<file path="src/rtl/vga_scan_pkg.sv">
// rtl/vga_scan_pkg.sv - shared sync-polarity constants and timing helpers for the VGA scan reader
package vga_scan_pkg;

  localparam bit SYNC_ACTIVE_LOW  = 1'b0;
  localparam bit SYNC_ACTIVE_HIGH = 1'b1;

  function automatic int h_total(input int act, input int fp, input int sync, input int bp);
    return act + fp + sync + bp;
  endfunction

  function automatic int v_total(input int act, input int fp, input int sync, input int bp);
    return act + fp + sync + bp;
  endfunction

  // Counters are kept at least 5 bits wide so the test pattern can always tap bit 4.
  function automatic int cnt_width(input int total);
    int w;
    w = $clog2(total);
    return (w < 5) ? 5 : w;
  endfunction

endpackage

</file>
<file path="src/rtl/vga_scan_delay.sv">
// rtl/vga_scan_delay.sv - N-stage register with a per-bit asynchronous reset value
module vga_scan_delay #(
  parameter int               WIDTH   = 1,
  parameter int               STAGES  = 2,
  parameter logic [WIDTH-1:0] RST_VAL = '0
) (
  input  logic             mem_rd_clk,
  input  logic             mem_rd_rst_n,
  input  logic [WIDTH-1:0] din,
  output logic [WIDTH-1:0] dout
);

  logic [WIDTH-1:0] pipe [STAGES];

  always_ff @(posedge mem_rd_clk or negedge mem_rd_rst_n) begin
    if (!mem_rd_rst_n) begin
      for (int i = 0; i < STAGES; i++) pipe[i] <= RST_VAL;
    end else begin
      pipe[0] <= din;
      for (int i = 1; i < STAGES; i++) pipe[i] <= pipe[i-1];
    end
  end

  assign dout = pipe[STAGES-1];

endmodule

</file>
<file path="src/rtl/vga_scan_reader.sv">
// rtl/vga_scan_reader.sv - VGA raster scan that streams a frame buffer to pixel outputs
// Defining VGA_SCAN_PATTERN_EN adds the pat_en checkerboard test-pattern input.
module vga_scan_reader
  import vga_scan_pkg::*;
#(
  parameter int DATA_WIDTH = 8,
  parameter int ADDR_WIDTH = 9,
  parameter int FB_DEPTH   = 512,
  parameter int H_ACTIVE   = 640,
  parameter int H_FP       = 16,
  parameter int H_SYNC     = 96,
  parameter int H_BP       = 48,
  parameter int V_ACTIVE   = 480,
  parameter int V_FP       = 10,
  parameter int V_SYNC     = 2,
  parameter int V_BP       = 33,
  parameter bit SYNC_POL   = SYNC_ACTIVE_LOW
) (
  input  logic                  mem_rd_clk,
  input  logic                  mem_rd_rst_n,
  input  logic                  scan_en,
`ifdef VGA_SCAN_PATTERN_EN
  input  logic                  pat_en,
`endif
  output logic [ADDR_WIDTH-1:0] mem_raddr,
  output logic                  mem_rd_en,
  input  logic [DATA_WIDTH-1:0] mem_rdata,
  output logic [DATA_WIDTH-1:0] pix_data,
  output logic                  pix_de,
  output logic                  hsync,
  output logic                  vsync,
  output logic                  frame_start
);

  localparam int H_TOT = h_total(H_ACTIVE, H_FP, H_SYNC, H_BP);
  localparam int V_TOT = v_total(V_ACTIVE, V_FP, V_SYNC, V_BP);
  localparam int HW    = cnt_width(H_TOT);
  localparam int VW    = cnt_width(V_TOT);

  localparam logic [HW-1:0] H_LAST  = HW'(H_TOT - 1);
  localparam logic [HW-1:0] H_ACT   = HW'(H_ACTIVE);
  localparam logic [HW-1:0] H_SBEG  = HW'(H_ACTIVE + H_FP);
  localparam logic [HW-1:0] H_SEND  = HW'(H_ACTIVE + H_FP + H_SYNC);
  localparam logic [VW-1:0] V_LAST  = VW'(V_TOT - 1);
  localparam logic [VW-1:0] V_ACT   = VW'(V_ACTIVE);
  localparam logic [VW-1:0] V_SBEG  = VW'(V_ACTIVE + V_FP);
  localparam logic [VW-1:0] V_SEND  = VW'(V_ACTIVE + V_FP + V_SYNC);
  localparam logic [ADDR_WIDTH-1:0] ADDR_LAST = ADDR_WIDTH'(FB_DEPTH - 1);

  logic [HW-1:0]         h_cnt;
  logic [VW-1:0]         v_cnt;
  logic [ADDR_WIDTH-1:0] addr_q;
  logic                  active, frame_end, pat_on;
  logic                  de_raw, hs_raw, vs_raw, fs_raw;
  logic [3:0]            dly_q;
  logic                  de_d1;
  logic [DATA_WIDTH-1:0] pix_next;

`ifdef VGA_SCAN_PATTERN_EN
  assign pat_on = pat_en;
`else
  assign pat_on = 1'b0;
`endif

  assign active    = (h_cnt < H_ACT) && (v_cnt < V_ACT);
  assign frame_end = (h_cnt == H_LAST) && (v_cnt == V_LAST);

  // Idle counters sit inside the active region, so reset must gate the strobe directly.
  assign mem_rd_en = mem_rd_rst_n && scan_en && active && !pat_on;
  assign mem_raddr = addr_q;

  always_ff @(posedge mem_rd_clk or negedge mem_rd_rst_n) begin
    if (!mem_rd_rst_n) begin
      h_cnt  <= '0;
      v_cnt  <= '0;
      addr_q <= '0;
    end else if (!scan_en) begin
      h_cnt  <= '0;
      v_cnt  <= '0;
      addr_q <= '0;
    end else begin
      if (h_cnt == H_LAST) begin
        h_cnt <= '0;
        v_cnt <= (v_cnt == V_LAST) ? '0 : v_cnt + 1'b1;
      end else begin
        h_cnt <= h_cnt + 1'b1;
      end
      if (frame_end)
        addr_q <= '0;
      else if (mem_rd_en)
        addr_q <= (addr_q == ADDR_LAST) ? '0 : addr_q + 1'b1;
    end
  end

  assign de_raw = scan_en && active;
  assign hs_raw = (h_cnt >= H_SBEG && h_cnt < H_SEND) ? SYNC_POL : !SYNC_POL;
  assign vs_raw = (v_cnt >= V_SBEG && v_cnt < V_SEND) ? SYNC_POL : !SYNC_POL;
  assign fs_raw = scan_en && (h_cnt == '0) && (v_cnt == '0);

  vga_scan_delay #(
    .WIDTH   (4),
    .STAGES  (2),
    .RST_VAL ({1'b0, !SYNC_POL, !SYNC_POL, 1'b0})
  ) u_dly (
    .mem_rd_clk   (mem_rd_clk),
    .mem_rd_rst_n (mem_rd_rst_n),
    .din          ({fs_raw, vs_raw, hs_raw, de_raw}),
    .dout         (dly_q)
  );

  assign {frame_start, vsync, hsync, pix_de} = dly_q;

`ifdef VGA_SCAN_PATTERN_EN
  logic pat_d1, pat_bit_d1;

  always_ff @(posedge mem_rd_clk or negedge mem_rd_rst_n) begin
    if (!mem_rd_rst_n) begin
      pat_d1     <= 1'b0;
      pat_bit_d1 <= 1'b0;
    end else begin
      pat_d1     <= pat_on;
      pat_bit_d1 <= h_cnt[4] ^ v_cnt[4];
    end
  end

  assign pix_next = !de_d1 ? '0 : (pat_d1 ? {DATA_WIDTH{pat_bit_d1}} : mem_rdata);
`else
  assign pix_next = de_d1 ? mem_rdata : '0;
`endif

  // de_d1 lines up with mem_rdata, which returns one clock after the read strobe.
  always_ff @(posedge mem_rd_clk or negedge mem_rd_rst_n) begin
    if (!mem_rd_rst_n) begin
      de_d1    <= 1'b0;
      pix_data <= '0;
    end else begin
      de_d1    <= de_raw;
      pix_data <= pix_next;
    end
  end

endmodule

</file>
<file path="config.mk">
export PLATFORM = sky130hd
export DESIGN_NAME = vga_scan_reader
export DESIGN_NICKNAME = d
export VERILOG_FILES = /design/src/rtl/vga_scan_pkg.sv /design/src/rtl/vga_scan_delay.sv /design/src/rtl/vga_scan_reader.sv
export SDC_FILE = /design/constraint.sdc
export NUM_CORES = 1
export LEC_CHECK = 0
export BUFFER_PORTS_ARGS = -buffer_cell sky130_fd_sc_hd__buf_2
export CAP_MARGIN = 40
export CORE_MARGIN = 4
export CORE_UTILIZATION = 55
export DETAILED_ROUTE_END_ITERATION = 16
export GPL_ROUTABILITY_DRIVEN = 0
export PLACE_DENSITY = 0.76
export SLEW_MARGIN = 5
export SYNTH_ARGS = -nofsm -noshare
export SYNTH_HDL_FRONTEND = slang
export SYNTH_SLANG_ARGS = --single-unit
export TNS_END_PERCENT = 10
</file>
<file path="constraint.sdc">
create_clock -name mem_rd_clk -period 6.1 [get_ports mem_rd_clk]
set_input_delay 0.305 -clock mem_rd_clk [delete_from_list [all_inputs] [get_ports mem_rd_clk]]
set_output_delay 0.305 -clock mem_rd_clk [all_outputs]
set_load 0.02 [all_outputs]
</file>
==> impl_metrics.sql, run 1 <==
INSERT INTO impl_metrics (metric_group, metric, value, unit) VALUES
('clocking', 'cts.path.max_buffers', '2', ''),
('layout', 'regArea', '1131', 'sq um'),
('timing', 'max_freq', '0.4256', 'GHz'),
('worst_setup_path', 'maximum_cell_stage_delay_along_the_critical_path', '0.55', 'ns'),
('die', 'die_area', '4960', 'sq um'),
('power', 'clkPwrFrac', '34.2', '%'),
('clocking', 'clock-sinks', '45', ''),
('worst_hold_path', 'hold_path_class', 'input port to async pin', ''),
('layout', 'utilization', '65.12', '%'),
('power', 'internal_power', '398.4', 'uW'),
('worst_setup_path', 'timing.critical_path.required', '6.32', 'ns'),
('status', 'run_status', 'complete, no violations', ''),
('route', 'routed_wire_length_per_instance', '14.08', 'microns'),
('worst_setup_path', 'timing.critical_path.arrival', '2.57', 'ns'),
('global_routing', 'globalRoute.totalOverflow', '0', ''),
('layout', 'area_growth', '12.90', '%'),
('timing', 'hold_viol', '0', ''),
('layout', 'layout-drive-gt1-share', '21.99', '%'),
('route', 'remaining_routing_drc_violations', '0', ''),
('synthesis', 'netlist_area', '2143', 'sq um'),
('route', 'detail_route.first_pass.iterations', '4', ''),
('synthesis', 'synth-seq-area-share', '52.77', '%'),
('route', 'antenna_left', '0', ''),
('worst_setup_path', 'critPathSlowestCell', 'sky130_fd_sc_hd__or4_1', ''),
('layout', 'area_of_the_multi_input_gates', '932.1', 'sq um'),
('power', 'comb_power_share', '7.0', '%'),
('route', 'initialDrtViolationCount', '165', ''),
('worst_setup_path', 'startpoint_type', 'flip-flop', ''),
('worst_setup_path', 'cp_max_fo', '14', ''),
('clocking', 'tritoncts.num_buffers', '5', ''),
('route', 'vias', '1620', ''),
('timing', 'fin_crit_sh', '38.52', '%'),
('die', 'placeableCoreArea', '3716', 'sq um'),
('clocking', 'cts.root.buffer_cell', 'sky130_fd_sc_hd__clkbuf_8', ''),
('layout', 'fillCellCount', '311', ''),
('synthesis', 'postSynth.topFlopCell', 'sky130_fd_sc_hd__dfrtp_1', ''),
('layout', 'final_nets', '257', ''),
('global_routing', 'grt_antenna_before_repair', '0', ''),
('placement', 'post-dp-hpwl', '2878', 'microns'),
('clocking', 'postCtsResizedCells', '0', ''),
('power', 'net-switching-power', '127.9', 'uW'),
('global_routing', 'first_pass_grt_wire_length', '7203', 'microns'),
('worst_setup_path', 'worstSetupPathType', 'flip-flop to flip-flop', ''),
('synthesis', 'postSynthRegisterBits', '45', ''),
('synthesis', 'async_flop_share', '100.0', '%'),
('timing', 'finalWorstPathRequiredPeriod', '2.350', 'ns'),
('placement', 'portBuffers', '32', ''),
('clocking', 'clkSlewWorstSetupHoldPaths', '0.09', 'ns'),
('global_routing', 'grt_max_degree', '47', ''),
('synthesis', 'syn-mean-instance-area', '10.40', 'sq um'),
('timing', 'setup-violations-final', '0', ''),
('die', 'row_count', '22', ''),
('timing', 'final_setup_skew', '0.007981', 'ns'),
('power', 'vdd_ir_drop_max', '128.2', 'uV'),
('synthesis', 'synth.yosys.warnings', '0', ''),
('synthesis', 'synth_net_count', '223', ''),
('route', 'route.final.wire_length', '4070', 'microns'),
('flow_run', 'timing.max_cap.violations', '0', ''),
('die', 'fp.dieW', '70.43', 'microns'),
('global_routing', 'grt_util_all_layers', '17.85', '%'),
('timing', 'holdWs', '0.08781', 'ns'),
('worst_setup_path', 'critPathCaptureType', 'flip-flop', ''),
('clocking', 'cts_setup_buffers', '0', ''),
('synthesis', 'synthCells', '206', ''),
('route', 'drt-vias-per-instance', '5.606', ''),
('clocking', 'h_tree_levels', '2', ''),
('timing', 'timing.setup.tns', '0', 'ns'),
('worst_setup_path', 'crit_path_cell_trace', 'ha_1 -> and3_1 -> and3_1 -> and3_1 -> ha_1 -> or4_1 -> a21oi_1', ''),
('clocking', 'post_cts_hold_buffer_count', '0', ''),
('timing', 'timing.max_slew.rel_slack', '57.82', '%'),
('global_routing', 'grt_pass1_vias', '1572', '');
[layout by cell type (no fill, tap or decap), types with 2 or more instances in the layout]
master	netlist	layout
sky130_fd_sc_hd__and3_1	7	7
sky130_fd_sc_hd__xnor2_1	3	3
sky130_fd_sc_hd__and2_1	10	10
sky130_fd_sc_hd__xor2_1	7	7
sky130_fd_sc_hd__nor3_1	3	3
sky130_fd_sc_hd__ha_1	6	6
sky130_fd_sc_hd__clkbuf_8	0	5
sky130_fd_sc_hd__nand3_1	5	5
sky130_fd_sc_hd__o21ai_0	11	11
sky130_fd_sc_hd__a21oi_1	13	13
sky130_fd_sc_hd__inv_1	9	9
sky130_fd_sc_hd__dfstp_2	4	4
sky130_fd_sc_hd__clkinvlp_4	0	2
sky130_fd_sc_hd__nor2b_1	2	2
sky130_fd_sc_hd__dfrtp_1	41	41
sky130_fd_sc_hd__and4_1	3	3
sky130_fd_sc_hd__or4b_1	4	4
sky130_fd_sc_hd__or3_1	7	7
sky130_fd_sc_hd__nand2_1	15	15
sky130_fd_sc_hd__nor4_1	2	2
sky130_fd_sc_hd__nor2_1	15	15
sky130_fd_sc_hd__buf_4	1	2
sky130_fd_sc_hd__or4_1	3	3
sky130_fd_sc_hd__a31oi_1	2	2
sky130_fd_sc_hd__o21ai_1	5	5
sky130_fd_sc_hd__buf_2	1	32
sky130_fd_sc_hd__nand4_1	6	6
[worst paths after layout]
kind | from | slack, ns | end | depth (start not counted)
max | mem_raddr[0] | 3.75 | mem_raddr[7] | 7
min | mem_rd_rst_n | 0.09 | pix_data[3] | 2
max reg2reg | mem_raddr[0] | 3.75 | mem_raddr[7] | 7
min reg2reg | u_dly.pipe[7] | 0.35 | u_dly.dout[3] | 0
max in group asynchronous | mem_rd_rst_n | 5.63 | v_cnt[3] | 2
min in group mem_rd_clk | mem_rdata[6] | 0.22 | pix_data[6] | 2
[cells in the mapped netlist, types with 2 or more instances]
library cell	count	area share, %
sky130_fd_sc_hd__xnor2_1	3	1.2
sky130_fd_sc_hd__or4_1	3	1.1
sky130_fd_sc_hd__nand4_1	6	1.8
sky130_fd_sc_hd__nand3_1	5	1.2
sky130_fd_sc_hd__o21ai_0	11	2.6
sky130_fd_sc_hd__or4b_1	4	1.9
sky130_fd_sc_hd__nor2b_1	2	0.58
sky130_fd_sc_hd__o21ai_1	5	1.2
sky130_fd_sc_hd__or3_1	7	2.0
sky130_fd_sc_hd__and3_1	7	2.0
sky130_fd_sc_hd__xor2_1	7	2.9
sky130_fd_sc_hd__a31oi_1	2	0.58
sky130_fd_sc_hd__dfrtp_1	41	48
sky130_fd_sc_hd__buf_6	2	1.1
sky130_fd_sc_hd__nor4_1	2	0.58
sky130_fd_sc_hd__and4_1	3	1.2
sky130_fd_sc_hd__ha_1	6	3.5
sky130_fd_sc_hd__and2_1	10	2.9
sky130_fd_sc_hd__inv_1	9	1.6
sky130_fd_sc_hd__a21oi_1	13	3.0
sky130_fd_sc_hd__nor3_1	3	0.70
sky130_fd_sc_hd__dfstp_2	4	4.9
sky130_fd_sc_hd__nand2_1	15	2.6
sky130_fd_sc_hd__nor2_1	15	2.6
sky130_fd_sc_hd__clkbuf_1	2	0.35
[state kept, by name (all words and copies together), names as in the netlist]
register    cells
v_cnt          10
u_dly.pipe      4
u_dly.dout      4
h_cnt          10
mem_raddr       9
pix_data        8
[metrics by stage]
step | instance area [sq um] | cells | setup WS [ns] | total power, mW
after detailed placement | 2332 | 281 | 3.774 | 0.3527
after floorplan | 2143 | 206 | 3.795 | 0.3346
final | 2420 | 289 | 3.750 | 0.5262
after global placement | 2325 | 280 | 3.855 | 0.3517
after CTS | 2420 | 289 | 3.757 | 0.5329
after global routing | 2420 | 289 | 3.654 | 0.5531
[power groups by stage]
stage	Combinational, mW	Clock [mW]	Sequential (mW)
2_1_floorplan	0.0143	0	0.320
3_3_place_gp	0.0371	0	0.315
3_5_place_dp	0.0376	0	0.315
4_1_cts	0.0377	0.186	0.309
5_1_grt	0.0421	0.201	0.310
6_report	0.0369	0.180	0.309
[cell families after synthesis]
logic type / share of synthesized area (%)
adders and majority gates: 3.503
muxes: 0.4670
buffers and inverters: 3.736
and+or+nand+nor: 26.04
DFF: 52.77
AOI/OAI and AO/OA: 9.399
xor gates and xnor gates: 4.087
[area by class of cell]
type | instances | share of cell area, %
clock inverter | 2 | 0.6205
sequential | 45 | 46.74
tap | 48 | 2.482
timing repair buffer | 34 | 7.239
multi-input combinational | 145 | 38.52
inverter | 9 | 1.396
clock buffer | 6 | 2.999
[routing by layer]
metal	up-vias	GRT usage (%)	share of wire (%)
met5	-	0	0
met2	36	27.13	45
met1	785	25.60	49
met3	5	3.885	5.2
li1	794	-	-
met4	0	5.106	0.93
[worst register-to-register path, stage by stage (launching register included)]
cell	delay [ns]
sky130_fd_sc_hd__dfrtp_1	0.42
sky130_fd_sc_hd__ha_1	0.23
sky130_fd_sc_hd__and3_1	0.21
sky130_fd_sc_hd__and3_1	0.19
sky130_fd_sc_hd__and3_1	0.18
sky130_fd_sc_hd__ha_1	0.32
sky130_fd_sc_hd__or4_1	0.55
sky130_fd_sc_hd__a21oi_1	0.17
(Power assumes the default switching activity.)
==> inputs of run 2 (changes only) <==
--- a/config.mk
+++ b/config.mk
@@ -8,10 +8,10 @@
 export BUFFER_PORTS_ARGS = -buffer_cell sky130_fd_sc_hd__buf_2
 export CAP_MARGIN = 40
 export CORE_MARGIN = 4
-export CORE_UTILIZATION = 55
+export CORE_UTILIZATION = 50
 export DETAILED_ROUTE_END_ITERATION = 16
 export GPL_ROUTABILITY_DRIVEN = 0
-export PLACE_DENSITY = 0.76
+export PLACE_DENSITY = 0.72
 export SLEW_MARGIN = 5
 export SYNTH_ARGS = -nofsm -noshare
 export SYNTH_HDL_FRONTEND = slang
==> constraint.sdc (replaced) <==
create_clock -name mem_rd_clk -period 2.1 [get_ports mem_rd_clk]
set_input_delay 0.105 -clock mem_rd_clk [delete_from_list [all_inputs] [get_ports mem_rd_clk]]
set_output_delay 0.105 -clock mem_rd_clk [all_outputs]
set_load 0.02 [all_outputs]
==> run 2 against run 1 <==
Compared with the run above: final cell count up 5.2%; sequential share of layout area shrank 3.9 points; critical endpoint is now mem_raddr[3]; global-route usage is essentially flat; the flow now finishes with violations (setup timing); clock skew shrank 0.00057 ns; critical path depth is 1 higher; worst setup slack got worse by 3.8 ns; routed wire length rose by 12%; critical path type unchanged; clock power grew to 3.8 times the previous value; register-to-register slack worse by 3.8 ns; first-iteration DRC count fell by 35%; sequential cell count unchanged.
==> impl_metrics.sql, run 2 (synthesis results as in run 1) <==
INSERT INTO impl_metrics (metric_group, metric, value, unit) VALUES
('die', 'fp.dieW', '73.47', 'microns'),
('clocking', 'clock-sinks', '45', ''),
('route', 'vias', '1714', ''),
('flow_run', 'timing.max_cap.violations', '0', ''),
('worst_setup_path', 'timing.critical_path.required', '2.33', 'ns'),
('status', 'failed_checks', 'setup timing', ''),
('power', 'power_per_cell_area', '640.8', 'nW/um^2'),
('timing', 'rsz0062_at_grt', 'true', ''),
('layout', 'regArea', '1134', 'sq um'),
('worst_setup_path', 'timing.critical_path.arrival', '2.34', 'ns'),
('route', 'route.final.wire_length', '4563', 'microns'),
('worst_hold_path', 'min_to', 'pix_data[0]', ''),
('timing', 'finalWorstPathRequiredPeriod', '2.109', 'ns'),
('worst_setup_path', 'critPathCaptureType', 'flip-flop', ''),
('placement', 'dpl_worst_slack', '-0.05459', 'ns'),
('status', 'run_status', 'finished, violations left', ''),
('clocking', 'cts.root.buffer_cell', 'sky130_fd_sc_hd__clkbuf_8', ''),
('layout', 'area_of_the_multi_input_gates', '1006', 'sq um'),
('global_routing', 'globalRoute.totalOverflow', '0', ''),
('layout', 'mostFrequentLayoutCell', 'sky130_fd_sc_hd__dfrtp_1', ''),
('timing', 'finalMaxSlewViolations', '0', ''),
('worst_setup_path', 'critical_path.reg2reg.startpoint', 'mem_raddr[0]', ''),
('layout', 'area_growth', '23.53', '%'),
('global_routing', 'grt_pass1_vias', '1588', ''),
('worst_setup_path', 'cp_max_fo', '6', ''),
('die', 'placeableCoreArea', '4086', 'sq um'),
('worst_hold_path', 'hold_path_class', 'input port to flip-flop', ''),
('power', 'leakage', '1.169', 'nW'),
('global_routing', 'grt_antenna_before_repair', '0', ''),
('timing', 'hold_viol', '0', ''),
('route', 'drt-vias-per-instance', '5.638', ''),
('clocking', 'clkSlewWorstSetupHoldPaths', '0.09', 'ns'),
('layout', 'layout-drive-gt1-share', '32.28', '%'),
('die', 'num_io_pins', '33', ''),
('worst_setup_path', 'worstSetupPathType', 'flip-flop to flip-flop', ''),
('worst_setup_path', 'reg_to_reg_setup_timing_slack', '-0.009', 'ns'),
('route', 'initialDrtViolationCount', '108', ''),
('timing', 'postLayoutSetupSlackWorst', '-0.008953', 'ns'),
('clocking', 'cts.path.max_buffers', '2', ''),
('worst_hold_path', 'hold_depth', '2', ''),
('layout', 'utilization', '64.79', '%'),
('route', 'detail_route.first_pass.iterations', '4', ''),
('die', 'die_area', '5398', 'sq um'),
('clocking', 'latest_clock_arrival_within_the_worst_skew_pair', '0.30', 'ns'),
('timing', 'timing.max_slew.rel_slack', '63.05', '%'),
('placement', 'portBuffers', '32', ''),
('die', 'floorplan.initialDensity', '52.45', '%'),
('worst_hold_path', 'hold_start', 'mem_rdata[0]', ''),
('global_routing', 'grt_util_all_layers', '17.88', '%'),
('die', 'row_count', '23', ''),
('timing', 'setup-violations-final', '1', ''),
('placement', 'post-dp-hpwl', '3038', 'microns'),
('worst_setup_path', 'rr_worst_depth', '8', ''),
('die', 'die_h', '73.47', 'microns'),
('layout', 'fillCellCount', '326', ''),
('timing', 'final_setup_skew', '0.007407', 'ns'),
('global_routing', 'grt_max_degree', '46', ''),
('layout', 'final_nets', '270', ''),
('timing', 'fin_crit_sh', '100.4', '%'),
('layout', 'final_cell_mix', '39 x sky130_fd_sc_hd__dfrtp_1, 32 x sky130_fd_sc_hd__buf_2, 15 x sky130_fd_sc_hd__nand2_1, 15 x sky130_fd_sc_hd__nor2_1, 12 x sky130_fd_sc_hd__buf_4', ''),
('global_routing', 'first_pass_grt_wire_length', '7438', 'microns'),
('timing', 'max_freq', '0.4742', 'GHz'),
('layout', 'antenna_cells', '0', ''),
('route', 'antenna_left', '0', ''),
('route', 'remaining_routing_drc_violations', '0', ''),
('route', 'routed_wire_length_per_instance', '15.01', 'microns'),
('clocking', 'tritoncts_clock_tree', 'built', ''),
('timing', 'max_slew.worst_pin.slew', '0.5542', 'ns'),
('power', 'vdd_ir_drop_max', '335.7', 'uV'),
('clocking', 'h_tree_levels', '2', ''),
('clocking', 'tritoncts.num_buffers', '5', ''),
('worst_setup_path', 'startpoint_type', 'flip-flop', ''),
('worst_setup_path', 'regToRegEndpoint', 'mem_raddr[3]', ''),
('timing', 'holdWs', '0.01186', 'ns');
-- run 2: cell types whose count changed in the layout (fill, tap and decap cells not counted), sizes merged --
cell,delta
buf,+12
clkinvlp,-1
dlygate4sd3,+1
bufinv,+1
-- run 2: worst max-delay path: stages, from the launching register on --
cell,delay (ns)
sky130_fd_sc_hd__dfrtp_2,0.43
sky130_fd_sc_hd__ha_4,0.17
sky130_fd_sc_hd__and3_4,0.15
sky130_fd_sc_hd__and3_4,0.17
sky130_fd_sc_hd__and3_4,0.18
sky130_fd_sc_hd__ha_4,0.17
sky130_fd_sc_hd__buf_12,0.13
sky130_fd_sc_hd__or4b_1,0.51
sky130_fd_sc_hd__a21oi_2,0.13
-- run 2: metrics by stage --
step | TNS, ns | cell area, sq um | total power, mW | std cells
floorplan | -0.08373 | 2176 | 0.9733 | 206
global placement | 0 | 2402 | 1.029 | 289
detailed placement | -0.09430 | 2402 | 1.031 | 289
CTS | 0 | 2572 | 1.707 | 301
global route | -0.4119 | 2648 | 1.765 | 304
finish | -0.008953 | 2648 | 1.696 | 304
-- run 2: worst max path at each step --
stage | from | end | slack (ns) | cells after the start
floorplan | mem_raddr[1] | mem_raddr[4] | -0.03 | 8
global placement | mem_raddr[1] | mem_raddr[2] | 0.03 | 7
detailed placement | mem_raddr[1] | mem_raddr[5] | -0.05 | 7
CTS | mem_raddr[1] | mem_raddr[3] | 0.003 | 7
global route | h_cnt[7] | mem_raddr[4] | -0.08 | 4
finish | mem_raddr[0] | mem_raddr[3] | -0.009 | 8
-- run 2: area by class of cell --
| cell class | count | share of cell area (%) |
|---|---|---|
| Clock inverter | 2 | 1.418 |
| Sequential cell | 45 | 42.82 |
| Inverter | 9 | 1.276 |
| Multi-Input combinational cell | 145 | 38.00 |
| Clock buffer | 6 | 3.119 |
| Tap cell | 50 | 2.363 |
| Timing Repair Buffer | 47 | 11.01 |
-- run 2: what timing repair did --
item	CTS	global route
resized for setup	3	12
setup endpoints to repair	5	8
hold buffers	1	0
gates cloned	0	0
setup buffers	3	3
pin swaps	1	9
endpoints found under the hold margin	41	0
-- run 2: per-layer routing --
layer | wire length [microns] | part of all wire (%) | track usage, %
met5 | 0 | 0 | 0
met4 | 76 | 1.7 | 6.036
met3 | 184 | 4.0 | 4.241
met1 | 2096 | 46 | 24.38
met2 | 2205 | 48 | 27.95
-- run 2: report_power, final --
group	switching, mW	total (mW)	internal, mW
clock network	0.294	0.681	0.387
logic	0.0754	0.118	0.0421
registers	0.0118	0.898	0.886
total	0.381	1.70	1.32
